<file path="src/rtl/rx_sync_ctrl.sv">
// Receive-side word-sync controller for the 8b/10b path: acquires lock on repeated
// K28.5 commas, drops it on accumulated decoder errors, and drives aligner bit-slips.
module rx_sync_ctrl #(
  parameter int COMMA_NEED   = 3,
  parameter int ERR_LIMIT    = 4,
  parameter int GOOD_RECOVER = 4,
  parameter int SLIP_TIMEOUT = 16,
  parameter int SLIP_SETTLE  = 2
) (
  input  logic       BitCLK_10,
  input  logic       Reset,
  input  logic       RxValid,
  input  logic [9:0] RxParallel_10,
  input  logic       CodeErr,
  output logic       SyncAcquired,
  output logic       DecodeEn,
  output logic       BitSlip,
  output logic [1:0] SyncState,
  output logic [7:0] SyncLossCount
);

  typedef enum logic [1:0] {
    ST_LOSS = 2'd0,
    ST_ACQ  = 2'd1,
    ST_SYNC = 2'd2,
    ST_SLIP = 2'd3
  } state_t;

  localparam logic [9:0] COMMA_RDN = 10'b0011111010;
  localparam logic [9:0] COMMA_RDP = 10'b1100000101;
  localparam logic [2:0] COMMA_N   = 3'(COMMA_NEED);
  localparam logic [2:0] ERR_N     = 3'(ERR_LIMIT);
  localparam logic [3:0] GOOD_N    = 4'(GOOD_RECOVER);
  localparam logic [7:0] SLIP_TO   = 8'(SLIP_TIMEOUT);
  localparam logic [3:0] SETTLE_N  = 4'(SLIP_SETTLE);

  function automatic logic [7:0] sat_inc8(input logic [7:0] v);
    return (v == 8'hFF) ? v : v + 8'd1;
  endfunction

  state_t     state_q, state_d;
  logic [2:0] comma_cnt_q, comma_cnt_d;
  logic [2:0] err_cnt_q, err_cnt_d;
  logic [3:0] good_cnt_q, good_cnt_d;
  logic [7:0] slip_cnt_q, slip_cnt_d;
  logic [3:0] settle_cnt_q, settle_cnt_d;
  logic [7:0] loss_cnt_q, loss_cnt_d;
  logic       sync_acq_q, sync_acq_d;
  logic       decode_en_q, decode_en_d;
  logic       bit_slip_q, bit_slip_d;
  logic       is_comma;

  assign is_comma = (RxParallel_10 == COMMA_RDN) || (RxParallel_10 == COMMA_RDP);

  always_comb begin
    state_d      = state_q;
    comma_cnt_d  = comma_cnt_q;
    err_cnt_d    = err_cnt_q;
    good_cnt_d   = good_cnt_q;
    slip_cnt_d   = slip_cnt_q;
    settle_cnt_d = settle_cnt_q;
    loss_cnt_d   = loss_cnt_q;
    bit_slip_d   = 1'b0;
    // Qualifier follows the state the word was sampled in, not the one it leads to.
    decode_en_d  = RxValid && (state_q == ST_SYNC);

    if (RxValid) begin
      case (state_q)
        ST_LOSS: begin
          if (is_comma && !CodeErr) begin
            if (COMMA_NEED == 1) begin
              state_d    = ST_SYNC;
              err_cnt_d  = 3'd0;
              good_cnt_d = 4'd0;
            end else begin
              state_d     = ST_ACQ;
              comma_cnt_d = 3'd1;
            end
          end else if (slip_cnt_q + 8'd1 == SLIP_TO) begin
            state_d      = ST_SLIP;
            bit_slip_d   = 1'b1;
            settle_cnt_d = 4'd0;
            slip_cnt_d   = 8'd0;
          end else begin
            slip_cnt_d = slip_cnt_q + 8'd1;
          end
        end
        ST_ACQ: begin
          if (CodeErr) begin
            state_d    = ST_LOSS;
            slip_cnt_d = 8'd0;
          end else if (is_comma) begin
            if (comma_cnt_q + 3'd1 == COMMA_N) begin
              state_d    = ST_SYNC;
              err_cnt_d  = 3'd0;
              good_cnt_d = 4'd0;
            end else begin
              comma_cnt_d = comma_cnt_q + 3'd1;
            end
          end
        end
        ST_SYNC: begin
          if (CodeErr) begin
            good_cnt_d = 4'd0;
            if (err_cnt_q + 3'd1 == ERR_N) begin
              state_d    = ST_LOSS;
              slip_cnt_d = 8'd0;
              loss_cnt_d = sat_inc8(loss_cnt_q);
            end else begin
              err_cnt_d = err_cnt_q + 3'd1;
            end
          end else if (good_cnt_q + 4'd1 == GOOD_N) begin
            good_cnt_d = 4'd0;
            if (err_cnt_q != 3'd0) err_cnt_d = err_cnt_q - 3'd1;
          end else begin
            good_cnt_d = good_cnt_q + 4'd1;
          end
        end
        default: begin
          // Aligner output is unstable right after a slip, so content is ignored here.
          if (settle_cnt_q + 4'd1 == SETTLE_N) begin
            state_d    = ST_LOSS;
            slip_cnt_d = 8'd0;
          end else begin
            settle_cnt_d = settle_cnt_q + 4'd1;
          end
        end
      endcase
    end

    sync_acq_d = (state_d == ST_SYNC);
  end

  always_ff @(posedge BitCLK_10 or posedge Reset) begin
    if (Reset) begin
      state_q      <= ST_LOSS;
      comma_cnt_q  <= 3'd0;
      err_cnt_q    <= 3'd0;
      good_cnt_q   <= 4'd0;
      slip_cnt_q   <= 8'd0;
      settle_cnt_q <= 4'd0;
      loss_cnt_q   <= 8'd0;
      sync_acq_q   <= 1'b0;
      decode_en_q  <= 1'b0;
      bit_slip_q   <= 1'b0;
    end else begin
      state_q      <= state_d;
      comma_cnt_q  <= comma_cnt_d;
      err_cnt_q    <= err_cnt_d;
      good_cnt_q   <= good_cnt_d;
      slip_cnt_q   <= slip_cnt_d;
      settle_cnt_q <= settle_cnt_d;
      loss_cnt_q   <= loss_cnt_d;
      sync_acq_q   <= sync_acq_d;
      decode_en_q  <= decode_en_d;
      bit_slip_q   <= bit_slip_d;
    end
  end

  assign SyncState     = state_q;
  assign SyncAcquired  = sync_acq_q;
  assign DecodeEn      = decode_en_q;
  assign BitSlip       = bit_slip_q;
  assign SyncLossCount = loss_cnt_q;

endmodule

</file>
<file path="config.mk">
export PLATFORM = sky130hd
export DESIGN_NAME = rx_sync_ctrl
export DESIGN_NICKNAME = d
export VERILOG_FILES = /design/src/rtl/rx_sync_ctrl.sv
export SDC_FILE = /design/constraint.sdc
export NUM_CORES = 1
export LEC_CHECK = 0
export ABC_CLOCK_PERIOD_IN_PS = 3320
export CORE_MARGIN = 5
export CORE_UTILIZATION = 60
export CTS_CLUSTER_DIAMETER = 100
export DETAILED_ROUTE_END_ITERATION = 8
export GPL_TIMING_DRIVEN = 0
export PLACE_DENSITY = 0.82
export SETUP_SLACK_MARGIN = 0.15
export SYNTH_ARGS = -nofsm -noshare
export SYNTH_HDL_FRONTEND = slang
export SYNTH_SLANG_ARGS = --single-unit
</file>
<file path="constraint.sdc">
create_clock -name BitCLK_10 -period 3.32 [get_ports BitCLK_10]
set_input_delay 0.83 -clock BitCLK_10 [delete_from_list [all_inputs] [get_ports BitCLK_10]]
set_output_delay 0.83 -clock BitCLK_10 [all_outputs]
set_load 0.02 [all_outputs]
</file>
==> impl_metrics.csv, run 1 <==
group,metric,value,unit
status,status,"finished clean",
final_layout,antenna_cells,0,
die,rows,22,
worst_setup_path,reg2reg_depth,9,
clock_tree,cts.sinks,35,
detailed_routing,drcViolationCount,0,
yosys,ys_seq_area_share,39.4,%
worst_setup_path,critPathTopFamily,"simple AND/OR/NAND/NOR gates",
yosys,yosys_warnings,0,
yosys,yosysTopAreaCell,"dfrtp_1",
worst_setup_path,crit_chain,"clkdlybuf4s50_1 -> nor4bb_1 -> and4_1 -> o21ai_2 -> or4_1 -> buf_2 -> o21ai_0 -> o21ai_1",
worst_setup_path,ff2ff_setup_slack,0.85,ns
final_layout,fillers,265,
clock_tree,hold_buffers,0,
worst_setup_path,cp_max_fo,6,
timing,fmax,0.373,GHz
yosys,syn_nets,263,
pwr,irDropWorstVdd,0.000459,V
yosys,syn_avg_cell_area,9.55,µm²
worst_hold_path,hold_class,"reg2reg",
die,fp.dieH,70.9,µm
worst_setup_path,worstSetupPathType,"in2reg",
detailed_routing,first_pass_iters,4,
worst_setup_path,slowest_delay,0.48,ns
pwr,power_density,631,mW/mm²
yosys,synth.area.top_cells,"dfrtp_1 (39%), ha_1 (9.0%), nand2_1 (4.4%)",
timing,maxSlewHeadroom,52.8,%
timing,finalMaxSlewViolations,0,
die,core,0.00363,mm²
clock_tree,cts.clk_slew.worst_paths,0.06,ns
placement,hpwl,3580,µm
global_route,grt_start_max_net_pins,36,
clock_tree,cts_resized,0,
yosys,async_reset_ff_share,100,%
clock_tree,cts.path.max_buffers,2,
final_layout,final_cell_area,0.00262,mm²
worst_setup_path,r2r-end,"slip_cnt_q[4]$_DFFE_PP0P_",
timing,tns,0,ns
yosys,ys_top_cells_by_count,"dfrtp_1 (35), nand2_1 (26), inv_1 (17)",
clock_tree,numCtsBuffers,5,
final_layout,nets,296,
clock_tree,postCtsSetupBuffers,0,
timing,setup_viol,0,
detailed_routing,dr.first_iter.drc_count,136,
timing,tightest_slew,0.707,ns
placement,placed_cell_area,0.00254,mm²
global_route,grt_pass1_vias,1770,
worst_setup_path,critPathArrivalTime,2.85,ns
detailed_routing,viasPerCell,5.88,
detailed_routing,routedWlPerCell,14.8,µm
timing,rsz0062_at_grt,"no",
worst_setup_path,crit_path_end_kind,"register",
worst_setup_path,rr_startpoint,"SyncState[0]$_DFF_PP0_",
timing,period_needed,2.68,ns
clock_tree,clk-insertion-delay-late,0.28,ns
die,top_level_ports,27,
yosys,synth_area,0.00222,mm²
die,initial_core_util,61.2,%
clock_tree,cts_root_buffer,"clkbuf_8",
die,die_w,70.9,µm
worst_hold_path,min_to,"SyncLossCount[6]$_DFFE_PP0P_",
clock_tree,cts_tree,"built",
yosys,syn_inst,233,
worst_hold_path,worstHoldStart,"SyncLossCount[6]$_DFFE_PP0P_",
global_route,grt_pass1_wl,7780,µm
clock_tree,htreeDepth,2,
detailed_routing,wl,4630,µm
global_route,antenna_found_initial,0,
detailed_routing,drtAntennaViolNets,0,
job,max_cap_violations,0,
worst_setup_path,start_kind,"input port",
yosys,synthMostInstantiatedCell,"dfrtp_1",
worst_setup_path,crit_buf_inv,2,
global_route,grt_usage,19.2,%
global_route,overflow,0,
timing,period_share,80.8,%
yosys,synth_ff_type,"dfrtp_1",
placement,port_buffers,26,
yosys,synth_edf_count,0,
timing,hold_violations,0,
worst_setup_path,critPathRequiredTime,3.48,ns
detailed_routing,vias,1839,
final_layout,drive_above_1_share,6.42,%
placement,gp_congestion,0.817,
worst_setup_path,critPathSlowestCell,"or4_1",
die,die_area,0.00503,mm²
worst_hold_path,hold_depth,1,
yosys,synth_top_area_share,39.4,%
timing,finalClockSkew,0.00414,ns
yosys,synthDistinctLibCells,52,
pwr,leakage,0.00119,µW
yosys,synth-seq-cells,35,
final_layout,area_growth,17.7,%
==> per-layer routing <==
layer	wire length, µm	up-vias	track usage (%)
li1	-	921	-
met1	2090	885	24.3
met2	2330	26	32.1
met3	145	7	4.69
met4	62	0	6.89
met5	0	-	0
==> how the worst max path moves through the flow <==
stage	start	endpoint	depth (start not counted)
final	RxParallel_10[2]	comma_cnt_q[0]$_DFFE_PP0P_	8
after global routing	RxParallel_10[5]	comma_cnt_q[0]$_DFFE_PP0P_	8
after floorplan	RxParallel_10[1]	comma_cnt_q[0]$_DFFE_PP0P_	7
after CTS	RxParallel_10[2]	comma_cnt_q[0]$_DFFE_PP0P_	8
after global placement	RxParallel_10[2]	comma_cnt_q[0]$_DFFE_PP0P_	8
after detailed placement	RxParallel_10[2]	comma_cnt_q[0]$_DFFE_PP0P_	8
==> final cells by class <==
cell class / count / area [µm²] / area share (%)
Buffer: 5 / 20.0 / 0.765
Multi-Input combinational cell: 176 / 1260 / 48.3
Inverter: 17 / 63.8 / 2.44
Tap cell: 48 / 60.1 / 2.29
Clock buffer: 6 / 72.6 / 2.77
Timing Repair Buffer: 26 / 260 / 9.94
Sequential cell: 35 / 876 / 33.5
==> state kept, by name (all words and copies together), names as in the netlist <==
name           cells
settle_cnt_q       4
DecodeEn           1
good_cnt_q         4
err_cnt_q          3
BitSlip            1
SyncLossCount      8
SyncAcquired       1
slip_cnt_q         8
comma_cnt_q        3
SyncState          2
==> power by group <==
group | switching [µW] | internal [µW]
logic | 399 | 319
registers | 119 | 532
clock network | 142 | 140
==> worst reg2reg max path: stages, from the launching register on <==
cell	delay (ns)
dfrtp_1	0.47
inv_1	0.10
ha_1	0.20
clkbuf_1	0.19
nor2_1	0.21
o22ai_1	0.16
or3_1	0.37
nor3_1	0.41
a21o_1	0.17
a22o_1	0.12
==> layout by cell type, fill, tap and decap left out, types with 2 or more instances in the layout <==
master           synthesis  routed
a21bo_2                  2       2
a21o_1                   6       6
a21oi_1                  8       8
a221o_1                  2       2
a22o_1                   6       6
a31oi_1                  2       2
and2_1                   4       4
and3_1                   6       6
and4_1                   2       2
clkbuf_1                 3       4
clkbuf_8                 0       5
clkdlybuf4s50_1          0      26
dfrtp_1                 35      35
ha_1                    16      16
inv_1                   17      16
mux2_2                   2       2
mux2i_1                  3       3
nand2_1                 26      26
nand2b_1                 5       5
nand3_1                  5       5
nand3b_1                 5       5
nand4_1                  4       4
nor2_1                  11      11
nor2b_1                  3       3
nor3_1                   5       5
nor4_1                   2       2
o2111ai_1                2       2
o21a_1                   2       2
o21ai_0                 11      11
o21ai_1                  2       2
o22a_1                   2       2
o22ai_1                  3       3
o31ai_1                  2       2
or3_1                    2       2
xnor2_1                  8       8
==> through the flow <==
stage / power (µW) / hold WS, ns / utilization (%) / worst slack (ns) / cells
after global placement: 1340 / 0.479 / 70.0 / 0.369 / 307
final: 1650 / 0.493 / 72.0 / 0.638 / 313
after CTS: 1660 / 0.502 / 72.0 / 0.628 / 313
after detailed placement: 1380 / 0.483 / 70.0 / 0.327 / 307
after global routing: 1790 / 0.521 / 72.0 / 0.482 / 313
after floorplan: 1170 / 0.463 / - / 0.999 / 233
==> cell families after synthesis <==
kind of cell,share of synthesized area (%)
flops,39.4
xor+xnor,3.54
fa+ha+maj,9.00
mux,2.36
compound gates,21.0
buf+inv,3.77
simple gates,20.9
No activity file was read; power rests on OpenSTA's default activity.
==> inputs of run 2 (changes only) <==
- ABC_CLOCK_PERIOD_IN_PS: 3320 -> 2600
- CORE_UTILIZATION: 60 -> 56
- PLACE_DENSITY: 0.82 -> 0.77
- clock period: 3.32 -> 2.6 ns (I/O delays scaled with it)
==> run 2 against run 1 <==
  * Clock power rose by 37%
  * Critical path depth did not move
  * Largest power group unchanged
  * Clock skew rose by 0.0044 ns
  * Sequential power rose by 29%
  * Largest cell class unchanged
  * Non-clock buffer count rose by 1
  * Critical path type unchanged
==> impl_metrics.csv, run 2 (synthesis results as in run 1) <==
group,metric,value,unit
status,status,"finished clean",
worst_setup_path,crit_path_end_kind,"register",
worst_setup_path,rr_startpoint,"SyncState[0]$_DFF_PP0_",
pwr,power_frac_comb,43.0,%
final_layout,antenna_cells,0,
worst_setup_path,start_kind,"input port",
placement,dp.cells,309,
detailed_routing,vias,1846,
clock_tree,htreeDepth,2,
clock_tree,cts.clk_slew.worst_paths,0.07,ns
die,die_w,73.0,µm
global_route,grt_pass1_vias,1809,
pwr,leakage,0.00125,µW
final_layout,final_common_cell,"dfrtp_1",
worst_setup_path,critPathRequiredTime,2.78,ns
worst_setup_path,cp_max_fo,8,
worst_setup_path,critPathArrivalTime,2.59,ns
die,top_level_ports,27,
global_route,antenna_found_initial,0,
timing,setup_viol,0,
worst_hold_path,hold_class,"reg2reg",
clock_tree,clk-insertion-delay-late,0.29,ns
clock_tree,cts_root_buffer,"clkbuf_8",
detailed_routing,drcViolationCount,0,
timing,maxSlewHeadroom,52.3,%
pwr,irDropWorstVdd,0.000439,V
final_layout,area_growth,21.8,%
worst_setup_path,worstSetupPathType,"in2reg",
clock_tree,hold_buffers,0,
die,initial_core_util,56.8,%
placement,gp_congestion,0.829,
global_route,grt_usage,19.7,%
timing,hold_violations,0,
final_layout,layout_common_cells,"dfrtp_1 (34), nand2_1 (26), clkdlybuf4s50_1 (23)",
timing,period_needed,2.41,ns
pwr,p_seq_share,39.0,%
timing,finalMaxSlewViolations,0,
detailed_routing,wl,4740,µm
pwr,switching_share,40.3,%
detailed_routing,routedWlPerCell,14.9,µm
global_route,grt_start_max_net_pins,36,
pwr,power_switching,867,µW
detailed_routing,dr.first_iter.drc_count,153,
pwr,p_int,1280,µW
timing,rsz0062_at_grt,"yes",
global_route,grt_pass1_wl,8090,µm
timing,finalClockSkew,0.00854,ns
die,die_area,0.00533,mm²
detailed_routing,viasPerCell,5.81,
clock_tree,cts.sinks,35,
clock_tree,cts_tree,"built",
clock_tree,cts.path.max_buffers,2,
worst_setup_path,startpoint,"RxParallel_10[2]",
die,fp.dieH,73.0,µm
detailed_routing,drtAntennaViolNets,0,
global_route,overflow,0,
die,core,0.00391,mm²
final_layout,final_cells,318,
detailed_routing,first_pass_iters,4,
timing,tightest_slew,0.714,ns
worst_hold_path,worstHoldStart,"SyncLossCount[4]$_DFFE_PP0P_",
timing,fmax,0.415,GHz
pwr,pwr-share-clk,18.0,%
final_layout,nets,297,
die,rows,23,
clock_tree,numCtsBuffers,5,
pwr,power_density,794,mW/mm²
placement,hpwl,3400,µm
job,max_cap_violations,0,
final_layout,drive_above_1_share,11.2,%
timing,tns,0,ns
placement,port_buffers,26,
final_layout,final_core_util,69.2,%
timing,period_share,92.6,%
run 2: changes by cell type in the layout (fill, tap and decap cells not counted), sizes merged:
| cell | previous run | this run |
|---|---|---|
| clkdlybuf4s50 | 26 | 23 |
| buf | 2 | 3 |
| clkbuf | 9 | 10 |
| clkinv | 0 | 1 |
| dlymetal6s2s | 0 | 3 |
run 2: worst max-delay path, cell delays in order:
cell,delay [ns]
clkdlybuf4s50_1,0.48
nand4bb_4,0.16
nor4_4,0.05
buf_4,0.16
o21a_2,0.29
a221o_2,0.45
a21o_1,0.18
a22o_1,0.18
run 2: worst paths after layout:
check | end | slack [ns] | cells past startpoint
setup / recovery | slip_cnt_q[4]$_DFFE_PP0P_ | 0.19 | 8
hold / removal | SyncLossCount[4]$_DFFE_PP0P_ | 0.51 | 1
setup reg to reg | slip_cnt_q[4]$_DFFE_PP0P_ | 0.36 | 9
min in group asynchronous | slip_cnt_q[4]$_DFFE_PP0P_ | 0.79 | 2
max in group asynchronous | SyncState[0]$_DFF_PP0_ | 1.31 | 2
hold reg to reg | SyncLossCount[4]$_DFFE_PP0P_ | 0.51 | 1
run 2: per-stage QoR:
step	area [µm²]	hold slack, ns	setup slack (ns)	total power [µW]
6_report	2710	0.511	0.192	2150
5_1_grt	2710	0.512	0.128	2340
4_1_cts	2640	0.506	0.140	2140
3_5_place_dp	2550	0.489	-0.233	1750
3_3_place_gp	2550	0.476	-0.153	1720
2_1_floorplan	2220	0.463	0.415	1500
run 2: layout make-up:
class,count,area [µm²]
plain buffers,5,28.8
clock buffers,7,76.3
clock inverters,1,5.00
multi-input cells,176,1320
fillers,321,1200
repair buffers,27,275
flip-flops and latches,35,877
well taps,50,62.6
inverters,17,63.8
run 2: routing by layer:
metal / up-vias / global-route usage [%] / wire, µm
met2: 36 / 31.0 / 2220
met5: - / 0 / 0
li1: 921 / - / -
met3: 5 / 4.96 / 192
met1: 884 / 25.7 / 2270
met4: 0 / 8.40 / 55
run 2: power groups by stage:
stage / registers, µW / clock network (µW) / logic, µW
3_3_place_gp: 837 / 0 / 882
5_1_grt: 866 / 423 / 1050
3_5_place_dp: 848 / 0 / 903
6_report: 839 / 386 / 925
4_1_cts: 838 / 394 / 912
2_1_floorplan: 836 / 0 / 661
run 2: repair_timing:
action | CTS | global route
resized for setup | 4 | 17
setup buffers | 0 | 1
setup endpoints to repair | 6 | 15
pin swaps | 1 | 5
==> inputs of run 3 (changes only) <==
- ABC_AREA: unset -> 1
- CORE_MARGIN: 5 -> 3
- GPL_ROUTABILITY_DRIVEN: unset -> 0
==> run 3 against run 2 <==
  * Power decreased by 0.34%
  * Critical path depth is 1 higher
  * Core utilization grew 0.79 points
  * Sequential share of layout area grew 0.80 points
  * Fmax rose by 13%
  * Routed wire length shrank 7.7%
  * Largest cell class unchanged
==> impl_metrics.csv, run 3 <==
group,metric,value,unit
detailed_routing,routedWlPerCell,11.3,µm
worst_setup_path,crit_chain,"clkdlybuf4s50_1 -> nand2_1 -> nand2_1 -> o21ai_0 -> inv_1 -> nand4_2 -> buf_2 -> nand2_1 -> o21ai_0",
detailed_routing,dr.first_iter.drc_count,140,
final_layout,final_common_cell,"nand2_1",
yosys,synth.area.top_cells,"dfrtp_1 (39%), nand2_1 (15%), ha_1 (8.9%)",
final_layout,final_cell_area,0.00264,mm²
die,initial_core_util,59.4,%
pwr,leakage,0.00132,µW
timing,finalClockSkew,0.0109,ns
timing,tightest_slew,0.713,ns
yosys,synthDistinctLibCells,27,
clock_tree,clk-insertion-delay-late,0.29,ns
timing,holdWs,0.497,ns
yosys,synth_area,0.00224,mm²
final_layout,nets,367,
clock_tree,cts_root_buffer,"clkbuf_8",
detailed_routing,first_pass_iters,4,
placement,port_buffers,26,
yosys,synth_top_area_share,39.1,%
worst_setup_path,cp_max_fo,10,
worst_hold_path,hold_class,"reg2reg",
clock_tree,cts_tree,"built",
clock_tree,cts_resized,0,
job,max_cap_violations,0,
yosys,syn_nets,334,
worst_hold_path,hold_depth,1,
placement,placed_cell_area,0.00256,mm²
worst_setup_path,critPathArrivalTime,2.29,ns
detailed_routing,wl,4370,µm
timing,fmax,0.470,GHz
die,top_level_ports,27,
final_layout,antenna_cells,0,
detailed_routing,drtAntennaViolNets,0,
global_route,grt_pass1_wl,8000,µm
timing,finalMaxSlewViolations,0,
clock_tree,htreeDepth,2,
clock_tree,postCtsSetupBuffers,0,
clock_tree,cts.sinks,35,
worst_setup_path,slowest_delay,0.61,ns
die,rows,22,
detailed_routing,viasPerCell,5.10,
yosys,syn_avg_cell_area,7.37,µm²
timing,hold_violations,0,
clock_tree,hold_buffers,0,
pwr,irDropWorstVdd,0.000533,V
timing,period_share,81.9,%
worst_setup_path,critPathSlowestCell,"clkdlybuf4s50_1",
worst_setup_path,worstSetupPathType,"in2reg",
clock_tree,cts.path.max_buffers,2,
yosys,yosys_warnings,0,
final_layout,layout_common_cells,"nand2_1 (88), inv_1 (42), dfrtp_1 (35)",
detailed_routing,vias,1970,
yosys,synth_ff_type,"dfrtp_1",
worst_setup_path,start_kind,"input port",
yosys,syn_inst,304,
pwr,power_density,811,mW/mm²
yosys,synth-seq-cells,35,
yosys,synth_edf_count,0,
global_route,overflow,0,
timing,period_needed,2.13,ns
clock_tree,cts.clk_slew.worst_paths,0.07,ns
worst_setup_path,worst_path_most_repeated_cell,"nand2_1",
global_route,grt_util_met3,5.36,%
global_route,use_met1,28.0,%
global_route,grt-busiest-layer,"met2",
timing,setup_viol,0,
pwr,total_power,2140,µW
status,status,"finished clean",
worst_setup_path,reg2reg_depth,10,
yosys,async_reset_ff_share,100,%
die,core,0.00377,mm²
final_layout,fillers,321,
yosys,yosysTopAreaCell,"dfrtp_1",
yosys,ys_top_cells_by_count,"nand2_1 (88), inv_1 (43), dfrtp_1 (35)",
worst_setup_path,critPathRequiredTime,2.76,ns
worst_setup_path,crit_path_end_kind,"register",
final_layout,drive_above_1_share,7.10,%
die,die_area,0.00479,mm²
global_route,grt_start_max_net_pins,36,
global_route,grt_usage,20.2,%
global_route,antenna_found_initial,0,
timing,tns,0,ns
global_route,met2_usage,30.3,%
yosys,synthMostInstantiatedCell,"nand2_1",
yosys,ys_seq_area_share,39.1,%
final_layout,final_core_util,70.0,%
detailed_routing,drcViolationCount,0,
clock_tree,numCtsBuffers,5,
placement,hpwl,3220,µm
die,die_w,69.2,µm
final_layout,area_growth,17.9,%
die,fp.dieH,69.2,µm
timing,rsz0062_at_grt,"no",
timing,maxSlewHeadroom,52.4,%
global_route,grt_pass1_vias,1850,
==> run 3: changes by cell type in the layout (fill, tap and decap cells not counted), sizes merged, moves of 5 or more <==
cell,previous run,this run
a22o,6,0
o21ai,14,23
nand2,26,92
inv,17,45
nor2,11,32
nand3,5,23
a21o,6,0
and3,6,0
nand2b,5,0
==> run 3: layout make-up <==
cell class	instances	area, µm²	area share [%]
Buffer	2	10.0	0.379
Clock buffer	7	76.3	2.89
Clock inverter	1	5.00	0.189
Inverter	45	169	6.40
Multi-Input combinational cell	222	1180	44.9
Sequential cell	35	876	33.2
Tap cell	48	60.1	2.27
Timing Repair Buffer	26	260	9.85
==> run 3: final timing paths <==
| path | from | endpoint | slack [ns] |
|---|---|---|---|
| hold / removal | SyncLossCount[4]$_DFFE_PP0P_ | SyncLossCount[4]$_DFFE_PP0P_ | 0.50 |
| setup / recovery | CodeErr | slip_cnt_q[1]$_DFFE_PP0P_ | 0.47 |
| hold reg to reg | SyncLossCount[4]$_DFFE_PP0P_ | SyncLossCount[4]$_DFFE_PP0P_ | 0.50 |
| max in group asynchronous | Reset | DecodeEn$_DFF_PP0_ | 1.35 |
| setup reg to reg | SyncState[0]$_DFF_PP0_ | err_cnt_q[0]$_DFFE_PP0P_ | 0.60 |
| min in group asynchronous | Reset | slip_cnt_q[6]$_DFFE_PP0P_ | 0.79 |
==> run 3: kinds of logic (layout without fill, tap and decap cells) <==
logic type               after synthesis  in the layout  synth area share [%]
multiplexers                           1              1                 0.503
AND/OR/NAND/NOR                      158            158                  30.5
XOR/XNOR                              11             11                  4.30
AO/OA/AOI/OAI                         36             36                  8.66
flip-flops                            35             35                  39.1
buffers and inverters                 47             81                  7.99
adder cells (fa/ha/maj)               16             16                  8.94
==> run 3: critical path: cells and delay by family <==
kind                   cells  cell delay, ns
AO/OA/AOI/OAI              2            0.16
buffers and inverters      3            0.97
AND/OR/NAND/NOR            4            0.52
==> run 3: where the power goes <==
part	switching, µW	internal, µW
logic	589	369
clock network	198	188
registers	126	672
total	914	1230
==> run 3: per-stage QoR <==
stage | setup WS, ns | std cells
6_report | 0.471 | 386
3_3_place_gp | 0.156 | 378
5_1_grt | 0.305 | 386
2_1_floorplan | 0.823 | 304
3_5_place_dp | 0.176 | 378
4_1_cts | 0.481 | 386
==> run 3: layer usage <==
layer,vias up,wire length [µm]
met3,4,240
met5,-,0
li1,1028,-
met1,886,2240
met4,0,55
met2,52,1830
